==> src/rtl/uart_transmitter_if.sv <==
// uart_transmitter_if: byte handshake between a producer and the UART serializer
interface uart_transmitter_if;
    logic [7:0] data_in;
    logic       data_valid;
    logic       data_ready;
    modport master (output data_in, data_valid, input data_ready);
    modport slave (input data_in, data_valid, output data_ready);
endinterface

==> src/rtl/uart_transmitter.sv <==
// uart_transmitter: byte-to-serial framer with a one-entry holding register for gap-free frames
module uart_transmitter #(
    parameter int CLKS_PER_BIT = 16,
    parameter int STOP_BITS = 1
) (
    input  logic              clk,
    input  logic              rst,
    uart_transmitter_if.slave tx,
    output logic              bit_out,
    output logic              busy,
    output logic              tx_done
);
    localparam int CW = CLKS_PER_BIT > 1 ? $clog2(CLKS_PER_BIT) : 1;
    typedef enum logic [1:0] {IDLE, START, DATA, STOP} state_t;
    state_t state, state_n;
    logic [CW-1:0] cnt, cnt_n;
    logic [2:0] idx, idx_n;
    logic stop_idx, stop_idx_n;
    logic [7:0] shift_reg, shift_n, hold, hold_n;
    logic hold_full, hold_full_n;
    logic accept, bit_end, frame_end;
    assign accept = tx.data_valid && tx.data_ready;
    assign bit_end = cnt == CW'(CLKS_PER_BIT - 1);
    assign frame_end = bit_end && stop_idx == 1'(STOP_BITS - 1);
    // Next-state and datapath; the holding register drains into the shift register from IDLE or the final stop edge
    always_comb begin
        state_n = state;
        cnt_n = (state == IDLE || bit_end) ? '0 : cnt + CW'(1);
        idx_n = idx;
        stop_idx_n = stop_idx;
        shift_n = shift_reg;
        hold_n = accept ? tx.data_in : hold;
        hold_full_n = hold_full || accept;
        case (state)
            IDLE: if (hold_full) begin
                state_n = START;
                shift_n = hold;
                hold_full_n = 1'b0;
            end
            START: if (bit_end) begin
                state_n = DATA;
                idx_n = 3'd7;
            end
            DATA: if (bit_end) begin
                shift_n = {shift_reg[6:0], 1'b0};
                idx_n = idx - 3'd1;
                if (idx == 3'd0) begin
                    state_n = STOP;
                    stop_idx_n = 1'b0;
                end
            end
            STOP: if (bit_end) begin
                stop_idx_n = 1'b1;
                if (frame_end) begin
                    state_n = hold_full ? START : IDLE;
                    if (hold_full) begin
                        shift_n = hold;
                        hold_full_n = 1'b0;
                    end
                end
            end
        endcase
    end
    // State and datapath registers; outputs are registered from next-state values so they align with state
    always_ff @(posedge clk or posedge rst) begin
        if (rst) begin
            state <= IDLE;
            cnt <= '0;
            idx <= '0;
            stop_idx <= 1'b0;
            shift_reg <= '0;
            hold <= '0;
            hold_full <= 1'b0;
            bit_out <= 1'b1;
            busy <= 1'b0;
            tx_done <= 1'b0;
            tx.data_ready <= 1'b1;
        end else begin
            state <= state_n;
            cnt <= cnt_n;
            idx <= idx_n;
            stop_idx <= stop_idx_n;
            shift_reg <= shift_n;
            hold <= hold_n;
            hold_full <= hold_full_n;
            bit_out <= state_n == START ? 1'b0 : state_n == DATA ? shift_n[7] : 1'b1;
            busy <= state_n != IDLE || hold_full_n;
            tx_done <= state_n == STOP && stop_idx_n == 1'(STOP_BITS - 1) && cnt_n == CW'(CLKS_PER_BIT - 1);
            tx.data_ready <= !hold_full_n;
        end
    end
endmodule

==> src/flat_wrapper.sv <==
// flat-port wrapper written by rule: the top's interface ports become plain ports
module uart_transmitter_flat 
#(
    parameter int CLKS_PER_BIT = 16,
    parameter int STOP_BITS = 1
)
  (clk, rst, bit_out, busy, tx_done, tx_data_in, tx_data_valid, tx_data_ready);
  uart_transmitter_if tx_i ();
  input  logic clk;
  input  logic rst;
  output logic bit_out;
  output logic busy;
  output logic tx_done;
  input wire logic [$bits(tx_i.data_in)-1:0] tx_data_in;
  input wire logic [$bits(tx_i.data_valid)-1:0] tx_data_valid;
  output wire logic [$bits(tx_i.data_ready)-1:0] tx_data_ready;
  assign tx_i.data_in = tx_data_in;
  assign tx_i.data_valid = tx_data_valid;
  assign tx_data_ready = tx_i.data_ready;
  uart_transmitter #(.CLKS_PER_BIT(CLKS_PER_BIT), .STOP_BITS(STOP_BITS)) u_core (.clk(clk), .rst(rst), .tx(tx_i), .bit_out(bit_out), .busy(busy), .tx_done(tx_done));
endmodule
==> config.mk <==
export PLATFORM = sky130hd
export DESIGN_NAME = uart_transmitter_flat
export DESIGN_NICKNAME = d
export VERILOG_FILES = /design/src/rtl/uart_transmitter_if.sv /design/src/rtl/uart_transmitter.sv /design/src/flat_wrapper.sv
export SDC_FILE = /design/constraint.sdc
export NUM_CORES = 1
export LEC_CHECK = 0
export CAP_MARGIN = 20
export CORE_MARGIN = 2
export CORE_UTILIZATION = 40
export DETAILED_ROUTE_END_ITERATION = 10
export GPL_ROUTABILITY_DRIVEN = 0
export PLACE_DENSITY = 0.6
export SLEW_MARGIN = 20
export SYNTH_ARGS = -nofsm -noshare
export SYNTH_HDL_FRONTEND = slang
export SYNTH_SLANG_ARGS = --single-unit
export TNS_END_PERCENT = 30
==> constraint.sdc <==
create_clock -name clk -period 2.5 [get_ports clk]
set_input_delay 0.625 -clock clk [delete_from_list [all_inputs] [get_ports clk]]
set_output_delay 0.625 -clock clk [all_outputs]
set_load 0.02 [all_outputs]
==> results.yml <==
power_and_ir_drop:
  p_leak_nw: 0.8334
  power.density_nw_per_um2: 995.4
  ir_worst_vdd_mv: 0.4570
clock_tree:
  cts_max_path_buffers: 2
  cts_tree: "done"
  clock-root-buffer: "clkbuf_8"
  clock_latency_ns: 0.29
  clkTransAtPathRegs_ns: 0.07
  cts_made_buffers: 5
  hold_buffers: 0
  post_cts_buffers: 0
  ctsResizeCount: 0
  htree_num_levels: 2
  clkSinkCount: 31
cells_and_area:
  fillers: 351
  syn2layout_area_growth_pct: 17.77
  final_cell_mix: "29 x dfrtp_1, 14 x clkdlybuf4s50_1, 12 x nand2_1, 12 x inv_1, 10 x o21ai_0"
  drive_above_1_share_pct: 20.25
  antenna_cells: 0
  layout_commonest_cell: "dfrtp_1"
  fin_nets: 175
sta:
  setup_violations: 0
  max_freq_mhz: 479.3
  final.setup.tns_ns: 0
  tightest_slew_ns: 0.4844
  finalCritPeriodShare_pct: 83.45
  setup_ws_ns: 0.4137
  finalClockSkew_ns: 0.007937
  min_period_ns: 2.086
  hold_violations: 0
  timing.hold.ws_ns: 0.4922
  drv_slew: 0
  slew_headroom_pct: 67.70
  rsz0062_at_grt: "false"
min_path:
  hold_class: "flop to flop"
drt:
  ant_nets: 0
  viasPerCell: 5.461
  vias: 1125
  drtIter0Drc: 58
  wire_per_inst_microns: 14.66
  first_pass_iters: 5
  drcViolationCount: 0
  routed_wl_mm: 3.020
critical_path:
  crit_fanout: 9
  critPathKind: "flop to flop"
  end_kind: "flop"
  worstPathRequired_ns: 2.70
  arrival_ns: 2.29
  rrSetupSlack_ns: 0.41
  startpoint_type: "flop"
synth:
  synth_cell_types: 40
  ys_ff_latch: 31
  synth_flop_cell: "dfrtp_1"
  syn-mean-instance-area_sq_um: 11.16
  synth_nets: 158
  synth_edf_count: 0
  synth_area_sq_um: 1563
  synth_cells: 140
  yosysWarnings: 0
  postSynth.asyncResetShare_pct: 100.0
  seq_area_frac_synth_pct: 49.80
die:
  core-area_sq_um: 3716
  die_area_sq_um: 4423
  row_count: 22
  die_y_microns: 66.51
  initial_utilization_pct: 42.05
  ios: 15
  dieWidth_microns: 66.51
placed_design:
  pre_cts_ws_ns: 0.4420
  hpwl_mm: 2.221
  io_buffers: 14
run_status:
  outcome: "completed"
global_routing:
  grt_max_degree: 32
  grtUsageTotal_pct: 17.09
  antenna_found_initial: 0
  grt_pass1_wl_mm: 5.561
  grt_remaining_overflow: 0
  grt_pass1_vias: 1208
flow_run:
  drv_cap: 0
cells in the mapped netlist, drive strengths merged, types with 2 or more instances:
library cell | number | area (sq um)
a211oi | 2 | 20.02
mux2 | 8 | 90.09
nand3 | 4 | 32.53
dfrtp | 29 | 725.7
a32o | 2 | 20.02
nand4b | 2 | 32.53
dfstp | 2 | 52.55
buf | 3 | 17.52
ha | 7 | 87.58
nor2 | 7 | 26.28
a221oi | 2 | 41.29
a22o | 4 | 37.54
nand2 | 12 | 45.04
nor3 | 2 | 10.01
o21ai | 11 | 58.81
clkbuf | 3 | 11.26
inv | 12 | 45.04
a21oi | 8 | 40.04
and3 | 3 | 20.02
a22oi | 5 | 37.54
through the flow:
stage                     instances  util [%]  area, sq um  power, mW
after global routing            206     49.53         1841      1.970
after CTS                       206     49.53         1841      1.854
final                           206     49.53         1841      1.832
after detailed placement        198     47.07         1749      1.439
after floorplan                 140         -         1563      1.243
after global placement          198     47.07         1749      1.425
kinds of logic after synthesis:
kind of cell | synth area share (%)
AO/OA/AOI/OAI | 20.42
AND/OR/NAND/NOR | 12.49
flip-flops | 49.80
buffers and inverters | 4.724
multiplexers | 6.405
adder cells (fa/ha/maj) | 5.604
XOR/XNOR | 0.5606
critical path, cell delays in order (launching register included):
cell      delay [ns]
dfrtp_1         0.42
ha_1            0.37
nand4b_4        0.20
a221oi_4        0.30
o221ai_2        0.26
a221oi_2        0.34
mux2i_1         0.11
where the power goes:
group	leakage, nW	switching, mW	internal (mW)
Combinational	0.407	0.351	0.305
Sequential	0.379	0.110	0.666
Clock	0.0482	0.179	0.222
Total	0.833	0.640	1.19
final timing paths:
path / from / to / cells after the start
max in group asynchronous: rst / u_core.bit_out / 3
max reg2reg: u_core.cnt[0] / u_core.bit_out / 6
min: u_core.shift_reg[4] / u_core.shift_reg[4] / 2
max: u_core.cnt[0] / u_core.bit_out / 6
min in group asynchronous: rst / u_core.hold_full / 3
min reg2reg: u_core.shift_reg[4] / u_core.shift_reg[4] / 2
area by class of cell:
| type | instances | area [sq um] | share of cell area, % |
|---|---|---|---|
| Sequential cell | 31 | 778.2 | 42.28 |
| Clock buffer | 7 | 86.33 | 4.691 |
| Multi-Input combinational cell | 91 | 710.7 | 38.61 |
| Tap cell | 48 | 60.06 | 3.263 |
| Timing Repair Buffer | 16 | 155.1 | 8.430 |
| Clock inverter | 1 | 5.005 | 0.2719 |
| Inverter | 12 | 45.04 | 2.447 |
metal layers:
layer / share of wire, % / wire (microns) / track usage, % / up-vias
met5: 0 / 0 / 0 / -
met4: 2.2 / 65 / 8.418 / 0
met3: 4.0 / 122 / 5.912 / 7
met2: 50 / 1519 / 26.25 / 24
met1: 43 / 1312 / 21.34 / 556
li1: - / - / - / 538
(Power assumes the default switching activity.)
